**src/rtl/fetch_sequencer.sv**
```systemverilog
// Instruction fetch sequencer: owns the fetch PC, keeps at most one instruction-memory
// request outstanding and hands fetched words to decode over a valid/ready handshake.
// Redirects from execute squash in-flight or held work and always win over
// handshake and data events in the same cycle.
module fetch_sequencer #(
   parameter logic [31:0] RESET_PC = 32'h0000_0000,
   parameter int unsigned PC_STEP  = 4
) (
   input  logic        CLK,
   input  logic        Reset,
   input  logic        Start,
   input  logic        Halt,
   input  logic        Redirect,
   input  logic [31:0] RedirectPC,
   output logic        IMemReq,
   output logic [31:0] IMemAddr,
   input  logic        IMemGnt,
   input  logic        IMemRValid,
   input  logic [31:0] IMemRData,
   output logic        InstrValid,
   output logic [31:0] Instr,
   output logic [31:0] InstrPC,
   input  logic        DecodeReady,
   output logic [31:0] FetchPC,
   output logic [31:0] RetireCount
);

   localparam logic [31:0] PcStep = 32'(PC_STEP);

   typedef enum logic [2:0] {StIdle, StReq, StWait, StDrop, StHold} state_e;

   state_e      state_q, state_d;
   logic [31:0] fetch_pc_q, fetch_pc_d;
   logic [31:0] instr_q, instr_d;
   logic [31:0] instr_pc_q, instr_pc_d;
   logic [31:0] retire_q, retire_d;
   logic        instr_valid_q, instr_valid_d;
   logic [31:0] redirect_pc;

   // Targets are word aligned; the low two bits from execute are dropped.
   assign redirect_pc = {RedirectPC[31:2], 2'b00};

   // Next-state and datapath update; redirect is tested before any other event.
   always_comb begin
      state_d       = state_q;
      fetch_pc_d    = fetch_pc_q;
      instr_d       = instr_q;
      instr_pc_d    = instr_pc_q;
      retire_d      = retire_q;
      instr_valid_d = instr_valid_q;
      unique case (state_q)
         StIdle: begin
            if (Redirect) fetch_pc_d = redirect_pc;
            if (Start && !Halt) state_d = StReq;
         end
         StReq: begin
            if (Redirect) fetch_pc_d = redirect_pc;
            // A granted request under redirect is stale; its response must be drained.
            if (IMemGnt) state_d = Redirect ? StDrop : StWait;
         end
         StWait: begin
            if (Redirect) begin
               fetch_pc_d = redirect_pc;
               state_d    = IMemRValid ? StReq : StDrop;
            end else if (IMemRValid) begin
               instr_d       = IMemRData;
               instr_pc_d    = fetch_pc_q;
               instr_valid_d = 1'b1;
               fetch_pc_d    = fetch_pc_q + PcStep;
               state_d       = StHold;
            end
         end
         StDrop: begin
            if (Redirect) fetch_pc_d = redirect_pc;
            // The stale response retires the outstanding request even if a redirect
            // lands in the same cycle, otherwise nothing would ever release DROP.
            if (IMemRValid) state_d = StReq;
         end
         StHold: begin
            if (Redirect) begin
               instr_valid_d = 1'b0;
               fetch_pc_d    = redirect_pc;
               state_d       = Halt ? StIdle : StReq;
            end else if (DecodeReady) begin
               instr_valid_d = 1'b0;
               retire_d      = retire_q + 32'd1;
               state_d       = Halt ? StIdle : StReq;
            end
         end
         default: state_d = StIdle;
      endcase
   end

   // State and output registers with asynchronous active-high reset.
   always_ff @(posedge CLK or posedge Reset) begin
      if (Reset) begin
         state_q       <= StIdle;
         fetch_pc_q    <= RESET_PC;
         instr_q       <= 32'd0;
         instr_pc_q    <= 32'd0;
         retire_q      <= 32'd0;
         instr_valid_q <= 1'b0;
      end else begin
         state_q       <= state_d;
         fetch_pc_q    <= fetch_pc_d;
         instr_q       <= instr_d;
         instr_pc_q    <= instr_pc_d;
         retire_q      <= retire_d;
         instr_valid_q <= instr_valid_d;
      end
   end

   assign IMemReq     = (state_q == StReq);
   assign IMemAddr    = fetch_pc_q;
   assign FetchPC     = fetch_pc_q;
   assign InstrValid  = instr_valid_q;
   assign Instr       = instr_q;
   assign InstrPC     = instr_pc_q;
   assign RetireCount = retire_q;

endmodule

```
**config.mk**
```make
export PLATFORM = sky130hd
export DESIGN_NAME = fetch_sequencer
export DESIGN_NICKNAME = d
export VERILOG_FILES = /design/src/rtl/fetch_sequencer.sv
export SDC_FILE = /design/constraint.sdc
export NUM_CORES = 1
export LEC_CHECK = 0
export BUFFER_PORTS_ARGS = -buffer_cell sky130_fd_sc_hd__buf_2
export CORE_MARGIN = 2
export CORE_UTILIZATION = 45
export CTS_BUF_LIST = sky130_fd_sc_hd__clkbuf_16
export CTS_CLUSTER_SIZE = 8
export DETAILED_ROUTE_END_ITERATION = 16
export GPL_TIMING_DRIVEN = 0
export PLACE_DENSITY = 0.79
export SETUP_SLACK_MARGIN = 0.3
export SKIP_CTS_REPAIR_TIMING = 1
export SYNTH_ARGS = -nofsm -noshare
export SYNTH_HDL_FRONTEND = slang
export SYNTH_SLANG_ARGS = --single-unit
```
**constraint.sdc**
```tcl
create_clock -name CLK -period 3.5 [get_ports CLK]
set_input_delay 0.35 -clock CLK [delete_from_list [all_inputs] [get_ports CLK]]
set_output_delay 0.35 -clock CLK [all_outputs]
set_load 0.1 [all_outputs]
```
# Word-level counts from Yosys, hierarchy flattened
# Index checks and enable logic that the tools add are counted.
word_totals:
  regBits: 132
  in_bits: 72
  word_cells: 52
op_classes:
  addsub: 2
  eq_ne: 12
  n_mux: 20
  n_bitwise: 1
  n_reduce_logical: 11
op_table:
  columns: ["op", "count"]
  rows:
  - ["$mux 32", 3]
  - ["$pmux 32 s2", 1]
  - ["$add 32x1->32 const B", 1]
  - ["$add 32x3->32 const B", 1]
  - ["$mux 3", 7]
  - ["$pmux 3 s5", 1]
  - ["$reduce_and 3->1", 3]
  - ["$ne 2x2->1 const B", 4]
  - ["$eq 3x2->1 const B", 2]
  - ["$mux 1", 6]
  - ["$ne 3x3->1 const B", 2]
  - ["$reduce_and 5->1", 1]
  - ["$ne 2x1->1 const B", 2]
  - ["$reduce_and 4->1", 1]
  - ["$reduce_bool 2->1", 2]
  - ["$reduce_or 4->1", 1]
  - ["$eq 3x1->1 const B", 1]
  - ["$eq 3x3->1 const B", 1]
  - ["$logic_not 3->1", 1]
  - ["$mux 2", 1]
  - ["$pmux 1 s2", 1]
  - ["$logic_and 1x1->1", 1]
  - ["$logic_not 1->1", 1]
  - ["$not 1->1", 1]

# Logic depth before layout (Yosys ltp)
# Gate-level depths: netlist (run 1).
depth:
  ltp_word: 4
  depth_mapped: 8
  ltp_nobuf: 6

# Worst setup path after synthesis (run 1)
# Ideal clock, no wire load.
synth_path:
  path_kind: "register to output"
  from: "register state_q[0]"
  to: "output IMemReq"
  arrival_time_ns: 2.773
  t_required_ns: 3.150
  path_slack_ns: 0.377
  path_stages_with_launch: 3
  path_buffers: 1
  path_cell_list: "dfrtp_1 buf_2 nor3b_1"
synth_via:
  elab_chain_len: 1
synth_lines:
  columns: ["element", "line", "rtl"]
  rows:
  - ["from (decl)", "32", "state_e state_q, state_d;"]
  - ["from (signal assigned)", "97", "state_q <= StIdle;"]
  - ["from (signal assigned)", "104", "state_q <= state_d;"]
  - ["$eq 3x1->1", "113", "assign IMemReq = (state_q == StReq);"]
  - ["to (decl)", "15", "output logic IMemReq,"]
# No other way between the ends.

# Worst setup path after layout (run 1)
layout_path:
  from: "register state_q[2]"
  to: "register instr_q[15], in the netlist Instr[15]"
layout_via:
  elab_chain_len: 2
layout_lines:
  columns: ["element", "line", "rtl"]
  rows:
  - ["$eq 3x2->1", "51", "unique case (state_q)"]
  - ["$reduce_and 3->1 (no source line)", null, null]
  - ["to (signal assigned)", "106", "instr_q <= instr_d;"]
  - ["to (decl)", "34", "logic [31:0] instr_q, instr_d;"]
# No other way between the ends.
# A chain may end at the register's enable or synchronous reset.

==> results of run 1 <==
per-layer routing:
metal	vias up	part of all wire [%]	GRT usage, %
met5	-	0	0
met4	0	1.9	9.914
met3	24	6.7	5.899
met2	213	47	33.34
met1	2597	44	29.74
li1	2485	-	-
flip-flops by register name, summed over array words and instances (netlist names):
| signal | cells |
|---|---|
| InstrValid | 1 |
| FetchPC | 30 |
| state_q | 3 |
| RetireCount | 32 |
| InstrPC | 30 |
| Instr | 32 |
worst register-to-register path, cell delays in order (launching register included):
cell	delay (ns)
dfrtp_1	0.39
nand3b_1	0.25
nor3_1	0.56
buf_2	0.37
buf_2	0.29
mux2_2	0.37
through the flow:
step,instances,utilization [%]
detailed placement,975,56.15
finish,1008,60.22
global placement,972,55.71
global route,1007,60.20
CTS,1007,60.20
floorplan,567,-
logic make-up after synthesis:
group | share of synthesized area (%)
AOI/OAI and AO/OA | 9.360
xor gates and xnor gates | 4.450
adders and majority gates | 0.3991
buffers and inverters | 7.144
DFF | 51.09
muxes | 12.13
other | 0.05981
and+or+nand+nor | 15.37
worst max-delay path by stage:
stage | from | to | slack [ns] | depth (start not counted)
after global routing | state_q[2] | Instr[12] | 1.10 | 5
final | state_q[2] | Instr[15] | 1.16 | 5
after detailed placement | Redirect | Instr[12] | 1.08 | 6
after floorplan | state_q[0] | IMemReq | 0.38 | 2
after CTS | state_q[2] | Instr[15] | 1.15 | 5
after global placement | Reset | InstrPC[10] | 0.69 | 2
area by class of cell:
class	instances	area share [%]
Multi-Input combinational cell	366	31.92
Tap cell	180	2.726
Clock inverter	15	1.575
Sequential cell	128	38.77
Timing Repair Buffer	228	14.36
Antenna cell	1	0.03029
Clock buffer	17	5.149
Inverter	6	0.3180
Buffer	67	5.149
synth_stat cells, types with 5 or more instances:
cell type  count
a21oi_1       30
and3_1        11
and4_1         7
buf_2         15
buf_4         36
clkbuf_1      13
dfrtp_1      128
inv_1          6
mux2_2        64
nand2_1       36
nand2b_1       6
nand3_1       23
nand4_1       15
nor2_1        33
nor3_1         5
o21ai_0       15
o22ai_1       10
xnor2_1       25
xor2_1         5
==> flow_metrics.py, run 1 <==
metrics = {
    "outcome": {
        "status": "completed",
    },
    "worst_hold_path": {
        "hp-class": "in -> async",
    },
    "route": {
        "vias": 5319,
        "first_pass_iters": 5,
        "avgRoutedWirePerCell_um": 15.82,
        "drt-vias-per-instance": 5.277,
        "drtIter0Drc": 333,
        "wl_mm": 15.95,
        "remaining_drc_errors": 0,
        "antenna_left": 0,
    },
    "layout": {
        "final_cell_area_um2": 8262,
        "seq_area_um2": 3203,
        "nets": 888,
        "final_common_cell": "buf_2",
        "drive_above_1_share_pct": 47.52,
        "area_growth_pct": 31.77,
        "mostFrequentLayoutCells": "buf_2, dfrtp_1, mux2_2",
        "filler_cell_count": 1208,
        "multi_input_area_um2": 2638,
    },
    "place": {
        "place_area_um2": 7704,
        "gp_congestion": 0.8381,
        "dp_hpwl_mm": 11.66,
        "dp_slack_ns": 1.078,
        "port_buffers": 225,
    },
    "critical_path": {
        "path_buf_inv": 2,
        "worstSetupEndpointType": "flop",
        "worst-r2r-cell-count": 5,
        "path_cells": "nand3b_1, nor3_1, buf_2, buf_2, mux2_2",
        "worstSetupStartpointType": "flop",
        "reg2reg_from": "state_q[2]",
        "r2r-end": "Instr[15]",
        "cpPeakStageDelay_ns": 0.56,
        "critical-path-top-delay-family": "simple AND/OR/NAND/NOR gates",
        "crit_top_cell": "buf_2",
        "reg2reg_slack_ns": 1.16,
        "crit_arrival_ns": 2.63,
        "worst_path_max_delay_cell": "nor3_1",
        "path_max_fanout": 10,
        "cp.required_ns": 3.79,
        "crit_type": "reg -> reg",
    },
    "yosys": {
        "ys.flop_type": "dfrtp_1",
        "yosys.area.top_type": "dfrtp_1",
        "ys_seq_area_share_pct": 51.09,
        "avgSynthCellArea_um2": 11.16,
        "async_reset_ff_share_pct": 100.0,
        "synth_enable_flop_cells": 0,
        "synth_cell_types": 65,
        "netlist_instances": 562,
        "yosys-top-cells-area": "dfrtp_1, mux2_2, buf_4",
        "synth_seq_cells": 128,
        "synth_top_area_share_pct": 51.09,
        "ys.warnings.count": 0,
        "syn-cell-area_um2": 6270,
    },
    "clock_network": {
        "root_buffer": "clkbuf_16",
        "cts_tree": "yes",
        "numCtsBuffers": 17,
        "htree_num_levels": 4,
        "cts_buffer_depth": 2,
        "clk_latency_ns": 0.42,
        "clkSinkCount": 128,
        "path_clk_slew_ns": 0.06,
    },
    "timing": {
        "holdWs_ns": 0.04828,
        "timing.clock.skew_ns": 0.01043,
        "rsz0062_at_grt": "no",
        "period_share_pct": 66.85,
        "setup_slack_ns": 1.160,
        "timing.max_slew.rel_slack_pct": 52.10,
        "hold_viol": 0,
        "max_freq_mhz": 427.4,
        "finalMaxSlewViolations": 0,
        "setup_viol": 0,
        "tightest_slew_ns": 0.7170,
        "min_period_ns": 2.340,
        "setup_tns_ns": 0,
    },
    "grt": {
        "antenna_found_initial": 0,
        "grt_max_degree": 41,
        "grt_overflow": 0,
        "grt_pass1_vias": 5018,
        "grt_first_pass_wirelength_mm": 25.53,
        "grtUsageTotal_pct": 22.05,
    },
    "die": {
        "core-area_um2": 13720,
        "num_rows": 43,
        "start_util_pct": 45.70,
        "die_y_um": 122.0,
        "dieArea_um2": 14890,
        "pin_count": 234,
        "die_w_um": 122.0,
    },
    "job": {
        "maxCapViolations": 0,
    },
}
Power of run 1 is left out: the tool's default activity adds up to more than one toggle a clock period on the data nets, which glitch-free logic cannot reach.
==> run 2, diff against run 1 <==
--- a/config.mk
+++ b/config.mk
@@ -7,12 +7,12 @@
 export LEC_CHECK = 0
 export BUFFER_PORTS_ARGS = -buffer_cell sky130_fd_sc_hd__buf_2
 export CORE_MARGIN = 2
-export CORE_UTILIZATION = 45
+export CORE_UTILIZATION = 50
 export CTS_BUF_LIST = sky130_fd_sc_hd__clkbuf_16
 export CTS_CLUSTER_SIZE = 8
 export DETAILED_ROUTE_END_ITERATION = 16
 export GPL_TIMING_DRIVEN = 0
-export PLACE_DENSITY = 0.79
+export PLACE_DENSITY = 0.83
 export SETUP_SLACK_MARGIN = 0.3
 export SKIP_CTS_REPAIR_TIMING = 1
 export SYNTH_ARGS = -nofsm -noshare
==> constraint.sdc (replaced) <==
create_clock -name CLK -period 2.3 [get_ports CLK]
set_input_delay 0.23 -clock CLK [delete_from_list [all_inputs] [get_ports CLK]]
set_output_delay 0.23 -clock CLK [all_outputs]
set_load 0.1 [all_outputs]
==> run 2 against run 1 <==
Net effect: non-clock buffer count increased by 7; routed wire length increased by 5.0%; utilization increased by 8.9 points.
==> flow_metrics.py, run 2 (synthesis gave the netlist of run 1 again) <==
metrics = {
    "outcome": {
        "status": "completed",
    },
    "clock_network": {
        "path_clk_slew_ns": 0.05,
        "htree_num_levels": 4,
        "cts_buffer_depth": 2,
        "clkSinkCount": 128,
        "clk_latency_ns": 0.42,
        "cts_tree": "yes",
        "numCtsBuffers": 17,
        "root_buffer": "clkbuf_16",
    },
    "timing": {
        "setup_viol": 0,
        "hold_viol": 0,
        "max_freq_mhz": 510.0,
        "timing.clock.skew_ns": 0.006630,
        "tightest_slew_ns": 0.5113,
        "rsz0062_at_grt": "yes",
        "period_share_pct": 85.25,
        "timing.max_slew.rel_slack_pct": 66.15,
        "min_period_ns": 1.961,
        "finalMaxSlewViolations": 0,
    },
    "critical_path": {
        "path_max_fanout": 10,
        "r2r-end": "Instr[13]",
        "reg2reg_slack_ns": 0.34,
        "crit_arrival_ns": 2.26,
        "cp.required_ns": 2.59,
        "reg2reg_from": "state_q[2]",
        "worstSetupStartpointType": "flop",
        "worstSetupEndpointType": "flop",
        "crit_type": "reg -> reg",
        "worst-r2r-cell-count": 5,
    },
    "die": {
        "start_util_pct": 51.77,
        "die_y_um": 116.0,
        "num_rows": 40,
        "pin_count": 234,
        "dieArea_um2": 13450,
        "die_w_um": 116.0,
        "core-area_um2": 12110,
    },
    "layout": {
        "mostFrequentLayoutCells": "buf_2, dfrtp_1, mux2_2",
        "drive_above_1_share_pct": 54.68,
        "layout.cells.non_filler": 1002,
        "final_common_cell": "buf_2",
        "area_growth_pct": 33.45,
        "final_cell_area_um2": 8367,
        "nets": 895,
        "antenna_cells": 0,
        "filler_cell_count": 959,
    },
    "route": {
        "drt-vias-per-instance": 5.463,
        "vias": 5474,
        "wl_mm": 16.75,
        "first_pass_iters": 5,
        "drtIter0Drc": 362,
        "antenna_left": 0,
        "remaining_drc_errors": 0,
        "avgRoutedWirePerCell_um": 16.71,
    },
    "grt": {
        "grtUsageTotal_pct": 25.24,
        "grt_pass1_vias": 5315,
        "grt_max_degree": 45,
        "antenna_found_initial": 0,
        "grt_overflow": 0,
        "grt_first_pass_wirelength_mm": 26.17,
    },
    "place": {
        "port_buffers": 225,
        "place_area_um2": 7790,
        "placed_cells": 963,
        "dp_hpwl_mm": 12.17,
        "gp_congestion": 0.8968,
    },
    "job": {
        "maxCapViolations": 0,
    },
    "worst_hold_path": {
        "hold_end": "Instr[11]",
        "hold_start": "IMemRData[11]",
        "hp-class": "in -> reg",
        "whs_path_depth": 2,
    },
}
run 2: metrics by stage:
stage          TNS, ns  hold slack [ns]  worst slack, ns  util, %
4_1_cts        -0.2719          -0.3083         -0.04383    68.32
6_report             0          0.04670           0.3392    69.08
2_1_floorplan        0           0.3762           0.1805        -
3_3_place_gp    -40.46           0.4601          -0.4404    63.82
3_5_place_dp   -0.1700           0.1362         -0.02998    64.32
5_1_grt              0          0.03318           0.2702    69.08
run 2: critical path, stage by stage (launching register included):
cell,delay (ns)
dfrtp_1,0.39
nand3b_1,0.27
nor3_4,0.34
buf_4,0.24
clkbuf_4,0.25
mux2_2,0.35
run 2: layout make-up:
type	count	area [µm²]	share of cell area, %
multi-input cells	366	2691	32.17
well taps	168	210.2	2.512
inverters	6	26.28	0.3140
clock inverters	15	58.81	0.7029
repair buffers	235	1241	14.83
plain buffers	67	451.7	5.399
flip-flops and latches	128	3262	38.99
clock buffers	17	425.4	5.084
run 2: how the worst max path moves through the flow:
stage / startpoint / endpoint / slack, ns / cells past startpoint
after floorplan: RetireCount[9] / RetireCount[23] / 0.18 / 6
after global placement: Reset / FetchPC[26] / -0.44 / 2
after detailed placement: state_q[2] / Instr[13] / -0.03 / 5
after CTS: state_q[2] / Instr[13] / -0.04 / 5
after global routing: state_q[2] / Instr[14] / 0.27 / 5
final: state_q[2] / Instr[13] / 0.34 / 5
run 2: routing by layer:
metal	vias up	part of all wire [%]	global-route usage, %
met2	270	50	41.60
met3	46	7.0	5.910
met5	-	0	0
li1	2499	-	-
met1	2659	40	31.69
met4	0	2.6	11.67
Power of run 2 is left out for the same reason.
